`config.mk`:
```
export PLATFORM = sky130hd
export DESIGN_NAME = fetch_unit
export DESIGN_NICKNAME = d
export VERILOG_FILES = /design/src/rtl/fetch_unit.sv
export SDC_FILE = /design/constraint.sdc
export NUM_CORES = 1
export LEC_CHECK = 0
export BUFFER_PORTS_ARGS = -buffer_cell sky130_fd_sc_hd__buf_2
export CAP_MARGIN = 20
export CORE_UTILIZATION = 52
export CTS_CLUSTER_DIAMETER = 100
export DETAILED_ROUTE_END_ITERATION = 6
export PLACE_DENSITY = 0.77
export SLEW_MARGIN = 20
export SYNTH_ARGS = -nofsm -noshare
export SYNTH_HDL_FRONTEND = slang
export SYNTH_SLANG_ARGS = --single-unit
```
`constraint.sdc`:
```
create_clock -name clk -period 7.8 [get_ports clk]
set_input_delay 1.17 -clock clk [delete_from_list [all_inputs] [get_ports clk]]
set_output_delay 1.17 -clock clk [all_outputs]
set_load 0.05 [all_outputs]
```
`src/rtl/fetch_unit.sv`:
```
// Instruction fetch unit. Issues word-aligned fetch requests under a credit limit,
// buffers in-order responses with their addresses, and flushes in-flight requests
// when the pipeline redirects.
module fetch_unit #(
  parameter logic [31:0] RESET_PC = 32'h0000_0000,
  parameter int unsigned DEPTH    = 2
) (
  input  logic        clk,
  input  logic        rst,
  output logic        imem_req_valid,
  input  logic        imem_req_ready,
  output logic [31:0] imem_req_addr,
  input  logic        imem_resp_valid,
  input  logic [31:0] imem_resp_data,
  input  logic        redirect_valid,
  input  logic [31:0] redirect_addr,
  output logic        out_valid,
  input  logic        out_ready,
  output logic [31:0] inst,
  output logic [31:0] inst_addr
);

  localparam int unsigned PW = $clog2(DEPTH);
  localparam int unsigned CW = $clog2(DEPTH + 1);

  typedef enum logic [1:0] {
    StIdle,
    StRun,
    StFlush
  } state_e;

  state_e          state_q;
  logic [31:0]     pc_q;
  logic [CW-1:0]   outstanding_q;
  logic [CW-1:0]   discard_q;
  logic [CW-1:0]   buf_count_q;
  logic [PW-1:0]   aq_wr_ptr_q;
  logic [PW-1:0]   aq_rd_ptr_q;
  logic [PW-1:0]   buf_wr_ptr_q;
  logic [PW-1:0]   buf_rd_ptr_q;
  logic [31:0]     aq_addr_q  [DEPTH];
  logic [31:0]     buf_addr_q [DEPTH];
  logic [31:0]     buf_data_q [DEPTH];

  logic            issue;
  logic            resp_ok;
  logic            redirect;
  logic            pop;
  logic            buf_push;
  logic [CW:0]     occupancy;
  logic [CW-1:0]   drain;
  logic            unused_redirect_lsbs;

  // Circular pointer advance; DEPTH need not be a power of two.
  function automatic logic [PW-1:0] ptr_inc(input logic [PW-1:0] ptr);
    return (ptr == PW'(DEPTH - 1)) ? '0 : ptr + 1'b1;
  endfunction

  // Request credit, handshakes and flush bookkeeping derived from current state.
  always_comb begin
    occupancy      = {1'b0, buf_count_q} + {1'b0, outstanding_q};
    imem_req_valid = (state_q == StRun) && !redirect_valid && (occupancy < (CW + 1)'(DEPTH));
    imem_req_addr  = pc_q;
    issue          = imem_req_valid && imem_req_ready;
    // A response with nothing in flight is a protocol error and is ignored.
    resp_ok        = imem_resp_valid && (outstanding_q != '0);
    redirect       = redirect_valid && (state_q != StIdle);
    out_valid      = (state_q == StRun) && (buf_count_q != '0);
    pop            = out_valid && out_ready;
    buf_push       = resp_ok && (state_q == StRun) && !redirect;
    // In-flight requests left to drop after a redirect in this cycle.
    drain          = outstanding_q - CW'(resp_ok);
    inst           = buf_data_q[buf_rd_ptr_q];
    inst_addr      = buf_addr_q[buf_rd_ptr_q];
  end

  assign unused_redirect_lsbs = ^redirect_addr[1:0];

  // Control FSM: state, pc, credit counters and queue pointers.
  always_ff @(posedge clk or posedge rst) begin
    if (rst) begin
      state_q       <= StIdle;
      pc_q          <= RESET_PC;
      outstanding_q <= '0;
      discard_q     <= '0;
      buf_count_q   <= '0;
      aq_wr_ptr_q   <= '0;
      aq_rd_ptr_q   <= '0;
      buf_wr_ptr_q  <= '0;
      buf_rd_ptr_q  <= '0;
    end else begin
      unique case (state_q)
        StIdle: begin
          state_q <= StRun;
        end
        StRun, StFlush: begin
          if (redirect) begin
            // Outstanding keeps counting the doomed requests so credit stays exact.
            pc_q          <= {redirect_addr[31:2], 2'b00};
            outstanding_q <= drain;
            discard_q     <= drain;
            buf_count_q   <= '0;
            aq_wr_ptr_q   <= '0;
            aq_rd_ptr_q   <= '0;
            buf_wr_ptr_q  <= '0;
            buf_rd_ptr_q  <= '0;
            state_q       <= (drain != '0) ? StFlush : StRun;
          end else if (state_q == StRun) begin
            if (issue) begin
              pc_q        <= pc_q + 32'd4;
              aq_wr_ptr_q <= ptr_inc(aq_wr_ptr_q);
            end
            if (buf_push) begin
              aq_rd_ptr_q  <= ptr_inc(aq_rd_ptr_q);
              buf_wr_ptr_q <= ptr_inc(buf_wr_ptr_q);
            end
            if (pop) begin
              buf_rd_ptr_q <= ptr_inc(buf_rd_ptr_q);
            end
            outstanding_q <= outstanding_q + CW'(issue) - CW'(resp_ok);
            buf_count_q   <= buf_count_q + CW'(buf_push) - CW'(pop);
          end else if (resp_ok) begin
            outstanding_q <= outstanding_q - CW'(1);
            discard_q     <= discard_q - CW'(1);
            if (discard_q == CW'(1)) begin
              state_q <= StRun;
            end
          end
        end
        default: begin
          state_q <= StIdle;
        end
      endcase
    end
  end

  // Address queue and instruction buffer storage.
  always_ff @(posedge clk or posedge rst) begin
    if (rst) begin
      for (int i = 0; i < int'(DEPTH); i++) begin
        aq_addr_q[i]  <= '0;
        buf_addr_q[i] <= '0;
        buf_data_q[i] <= '0;
      end
    end else begin
      if (issue) begin
        aq_addr_q[aq_wr_ptr_q] <= pc_q;
      end
      if (buf_push) begin
        buf_addr_q[buf_wr_ptr_q] <= aq_addr_q[aq_rd_ptr_q];
        buf_data_q[buf_wr_ptr_q] <= imem_resp_data;
      end
    end
  end

endmodule
```
==> metrics.txt, run 1 <==
status=completed; GR peak layer=met2; CTS tree=done; Clock Root Buffer=clkbuf_16; hold depth=2; largest fanout on the critical path=5; DR vias=7658; initial antenna violation count=0; DR vias/cell=5.69; worst slew pin tran=0.945 ns; R2R setup slack=4.82 ns; CP Launch Type=register; VDD IR max=0.237 mV; die width=145 um; switching share of power=44.7%; Worst setup EP type=primary output; port bufs=161; placed inst area=11600 sq um; Worst Path Arrival=2.34 ns; nets@finish=1145; worst-case clock buffer depth=3; crit-path cells=and2_1 -> fa_1 -> nor4b_4 -> buf_2; ANT nets after route=0; Final Core Density=61.4%; routability cong.=0.829; synthesis-to-finish area growth=16.1%; largest net degree at the start of global routing=153; CORE AREA=20200 sq um; Leakage=5.77 nW; Clk pwr share=18.5%; Design Area, Final=12400 sq um; syn avg cell area=11.5 sq um; highest-delay cell along the critical path=fa_1; Seq pwr share=34.6%; drt total wl=23700 um; share of layout cells above drive strength 1=37.1%; r2r startpoint=outstanding_q[1]; IO Count=168; gr usage total=22.5%; CP Class=reg2out; switching power=0.00269 W; Seq/Total Area, Yosys=52.8%; ys async rst share=100%; met1 Resource Use GR=33.5%; H-tree Lvls=1; WP buf/inv=1; f_max=0.285 GHz; Pre-antenna DRT Iters=5; max cap viols=0; die height=145 um; Seq cells post-synth=226; full die area=21200 sq um; GR met3 Demand/Resource=3.48%; CTS Sinks=226; Starting Density=52.9%; Fillers=1609; commonest non-fill, non-tap cell in the layout=dfrtp_1; min Tclk post-route=3.51 ns; Post-Synthesis Cells=931; # DRC=0; prevailing post-synth register cell=dfrtp_1; hold_sp=buf_addr_q[62]; Final Hold Vio Count=0; Setup Skew=0.00967 ns; worst path required time=6.63 ns; RSZ-0062 raised after global routing=no; Mapped Area=10700 sq um; Detail Placement HPWL=15200 um; grt ovf=0; postcts setup bufs=0; Slew Limit Fails=0; FF-to-FF End=buf_data_q[23]; commonest cells after routing, fill and taps aside=dfrtp_1 (225), buf_2 (161), mux2_2 (156), nand2_1 (76), o21ai_0 (71); # resized after CTS=0; YS warnings=0; worst hold path class=reg2reg; Crit path max-delay family=simple AND/OR/NAND/NOR gates; Hold Crit Endpoint=buf_addr_q[62]; worst skew pair latency=0.51 ns; Logic pwr share=46.9%; Clk pin slew, worst setup/hold paths=0.06 ns; detailed-route wire length per cell=17.6 um; global-route wire length before repair=38900 um; reg2reg path depth=7; initial drt markers=410; # hold bufs at CTS=0; setup total negative slack=0 ns; final setup violation count=0; cts bufs inserted=24; pwr dens=485 nW/um^2; Pint=0.00333 W; EDFF count, synth=0; CP peak stage delay=0.48 ns; # diodes=0; Yosys cell types=57; max_slew headroom=37.0%; routing usage on met2=34.7%; Row Count=52; final period utilization=44.9%; vias in the first global route=7533
==> metrics by stage <==
stage | worst slack [ns] | total power (W) | hold WS [ns] | std cells
2_1_floorplan | 0.439 | 0.00428 | 0.446 | 934
3_3_place_gp | 4.28 | 0.00484 | 0.456 | 1307
3_5_place_dp | 4.26 | 0.00492 | 0.466 | 1307
4_1_cts | 4.27 | 0.00606 | 0.479 | 1346
5_1_grt | 4.17 | 0.00638 | 0.497 | 1346
6_report | 4.29 | 0.00603 | 0.473 | 1346
==> layer usage <==
layer	vias to the layer above	routed length (um)	part of all wire [%]
met2	246	10400	44
met1	3787	11400	48
met5	-	0	0
li1	3593	-	-
met3	32	1380	5.8
met4	0	404	1.7
==> kinds of logic after synthesis <==
family	Yosys count	share of synthesized area, %
adders and majority gates	12	1.47
and+or+nand+nor	217	9.99
muxes	210	22.4
AOI/OAI and AO/OA	180	9.55
other	1	0.0350
DFF	226	52.8
buffers and inverters	82	3.45
xor gates and xnor gates	3	0.246
==> worst register-to-register path, delay by kind of cell, from the launching register on <==
family	cells	cell delay [ns]
adder cells (fa/ha/maj)	1	0.21
buffers and inverters	2	0.62
flip-flops	1	0.42
multiplexers	1	0.38
AND/OR/NAND/NOR	3	1.24
==> synthesized netlist by cell type (14+ instances only) <==
cell	n	share of area (%)
nand4_1	14	0.82
mux2_2	156	16
nand3_1	14	0.65
dfrtp_1	226	53
mux2i_1	32	3.0
o21ai_0	71	3.3
a21oi_1	67	3.1
clkbuf_1	38	1.3
mux2_4	20	2.8
nand2_1	76	2.7
buf_2	16	0.75
nor2_1	52	1.8
==> sequential cells by signal, summed over array words and instances, names as in the netlist <==
register       flops
buf_count_q        2
state_q            2
buf_addr_q        60
aq_addr_q         60
buf_wr_ptr_q       1
aq_rd_ptr_q        1
buf_rd_ptr_q       1
buf_data_q        64
discard_q          2
aq_wr_ptr_q        1
imem_req_addr     30
outstanding_q      2
==> final cells by class <==
type / count / area, sq um / area share [%]
multi-input cells: 626 / 4710 / 37.9
well taps: 270 / 338 / 2.72
inverters: 13 / 61.3 / 0.493
flip-flops and latches: 226 / 5660 / 45.5
clock inverters: 2 / 35.0 / 0.282
repair buffers: 172 / 888 / 7.15
clock buffers: 37 / 741 / 5.96
==> power by group through the flow <==
stage	sequential [W]	combinational (W)	clock (W)
finish	0.00209	0.00283	0.00112
global route	0.00216	0.00303	0.00119
CTS	0.00208	0.00284	0.00114
detailed placement	0.00210	0.00282	0
global placement	0.00207	0.00278	0
floorplan	0.00219	0.00209	0
==> worst max path at each step <==
stage	slack, ns	endpoint	cells past startpoint	startpoint
after floorplan	0.44	aq_addr_q[10]	1	rst
after CTS	4.27	imem_req_valid	4	outstanding_q[0]
after global placement	4.28	buf_data_q[23]	6	imem_resp_valid
after detailed placement	4.26	buf_data_q[23]	6	imem_resp_valid
final	4.29	imem_req_valid	4	outstanding_q[0]
after global routing	4.17	imem_req_valid	4	outstanding_q[0]
Note: power is estimated with default switching activity, not from simulation.
==> run 2: changes to the inputs <==
--- a/config.mk
+++ b/config.mk
@@ -7,10 +7,10 @@
 export LEC_CHECK = 0
 export BUFFER_PORTS_ARGS = -buffer_cell sky130_fd_sc_hd__buf_2
 export CAP_MARGIN = 20
-export CORE_UTILIZATION = 52
+export CORE_UTILIZATION = 57
 export CTS_CLUSTER_DIAMETER = 100
 export DETAILED_ROUTE_END_ITERATION = 6
-export PLACE_DENSITY = 0.77
+export PLACE_DENSITY = 0.8
 export SLEW_MARGIN = 20
 export SYNTH_ARGS = -nofsm -noshare
 export SYNTH_HDL_FRONTEND = slang
==> constraint.sdc (replaced) <==
create_clock -name clk -period 3.65 [get_ports clk]
set_input_delay 0.5475 -clock clk [delete_from_list [all_inputs] [get_ports clk]]
set_output_delay 0.5475 -clock clk [all_outputs]
set_load 0.05 [all_outputs]
==> run 2 against run 1 <==
Setup slack got worse by 3.5 ns; via count increased by 0.33%; final cell count decreased by 2.9%; flip-flop and latch count unchanged; critical path type unchanged; clock skew about the same; worst hold slack got worse by 0.27 ns; the run now ends with DRC left; utilization increased by 6.9 points.
==> metrics.txt, run 2 (synthesis results as in run 1) <==
die width=139 um; top flop regs=buf_data_q x64, aq_addr_q x60, buf_addr_q x60; max cap viols=0; nets@finish=1148; largest fanout on the critical path=5; # DRC=19; worst path required time=3.10 ns; GR met3 Demand/Resource=3.18%; GR peak layer=met2; postcts setup bufs=0; routing usage on met2=39.3%; max reg flops=64; synthesis-to-finish area growth=16.3%; ANT nets after route=0; full die area=19300 sq um; Logic pwr share=46.7%; min Tclk post-route=2.89 ns; status=finished, violations left; Clk pin slew, worst setup/hold paths=0.06 ns; Leakage=5.80 nW; Setup Skew=0.00920 ns; initial antenna violation count=0; Clk pwr share=18.6%; CP Class=reg2out; # diodes=0; CORE AREA=18200 sq um; port bufs=161; failing checks=DRC; Slew Limit Fails=0; Biggest register=buf_data_q; met1 Resource Use GR=36.5%; Row Count=49; pwr dens=1040 nW/um^2; H-tree Lvls=1; share of layout cells above drive strength 1=37.2%; CP Launch Type=register; # resized after CTS=0; worst slew pin tran=1.02 ns; switching power=0.00578 W; drt total wl=23700 um; f_max=0.346 GHz; placed inst area=11700 sq um; Detail Placement HPWL=15200 um; Clock Root Buffer=clkbuf_16; routability cong.=0.879; worst skew pair latency=0.50 ns; Seq pwr share=34.7%; gr usage total=24.8%; max_slew headroom=31.8%; IO Count=168; commonest cells after routing, fill and taps aside=dfrtp_1 (225), buf_2 (161), mux2_2 (156), nand2_1 (76), o21ai_0 (71); largest net degree at the start of global routing=191; Worst setup EP type=primary output; detailed-route wire length per cell=18.1 um; switching share of power=44.6%; commonest non-fill, non-tap cell in the layout=dfrtp_1; # hold bufs at CTS=0; initial drt markers=502; worst-case clock buffer depth=3; RSZ-0062 raised after global routing=no; Worst Path Arrival=2.34 ns; Design Area, Final=12400 sq um; VDD IR max=0.756 mV; setup total negative slack=0 ns; vias in the first global route=7367; Final Hold Vio Count=0; final setup violation count=0; Post-Place Setup Slack=0.818 ns; CTS tree=done; grt ovf=0; cts bufs inserted=24; CTS Sinks=226; Starting Density=58.8%; final worst setup slack=0.761 ns; Fillers=1349; DR vias=7683; die height=139 um; DR vias/cell=5.88; final period utilization=79.2%; Pint=0.00718 W; Pre-antenna DRT Iters=7; global-route wire length before repair=38900 um; worst hold path class=in2async
==> run 2: cell count changes in the layout (fill, tap and decap cells not counted) <==
cell and change:
buf_4 -1, bufinv_16 +1, clkbuf_8 -2, clkinvlp_4 +1
clkinv_8 -1, buf_12 +4
==> run 2: worst max-delay path, stage by stage (launching register included) <==
cell and delay [ns]:
dfrtp_1 0.43, and2_1 0.19, fa_1 0.48, nor4b_4 0.39
buf_2 0.35
==> run 2: power groups by stage <==
stage / sequential [W] / combinational, W / clock [W]
floorplan: 0.00467 / 0.00446 / 0
global placement: 0.00443 / 0.00590 / 0
detailed placement: 0.00452 / 0.00604 / 0
CTS: 0.00450 / 0.00608 / 0.00245
global route: 0.00465 / 0.00646 / 0.00256
finish: 0.00450 / 0.00606 / 0.00241
==> run 2: layer usage <==
metal	part of all wire (%)	up-vias	wire, um
li1	-	3596	-
met1	45	3764	10800
met2	46	296	10900
met3	7.1	27	1680
met4	1.3	0	313
met5	0	-	0
==> run 2: path summary, 6_finish.rpt <==
kind	end	startpoint	slack, ns	depth (start not counted)
setup / recovery	imem_req_valid	outstanding_q[0]	0.76	4
hold / removal	buf_data_q[38]	rst	0.20	3
setup reg to reg	outstanding_q[0]	outstanding_q[0]	0.77	11
hold reg to reg	buf_addr_q[34]	buf_addr_q[34]	0.47	2
max in group asynchronous	buf_rd_ptr_q	rst	2.55	3
min in group clk	imem_req_addr[3]	redirect_addr[3]	0.29	3
==> run 2: final cells by class <==
class	instances	area, sq um	share of cell area (%)
clock inverter	3	65.1	0.523
multi-input combinational	626	4710	37.9
timing repair buffer	175	961	7.72
tap	229	287	2.30
clock buffer	35	713	5.73
sequential	226	5660	45.5
inverter	13	52.6	0.422
==> run 2: stage by stage <==
stage / util, % / std cells / power, W / hold slack, ns
after floorplan: - / 934 / 0.00914 / 0.446
after global placement: 64.1 / 1269 / 0.0103 / 0.456
after detailed placement: 64.1 / 1269 / 0.0106 / 0.466
after CTS: 68.4 / 1307 / 0.0130 / 0.215
after global routing: 68.4 / 1307 / 0.0137 / 0.245
final: 68.4 / 1307 / 0.0130 / 0.204
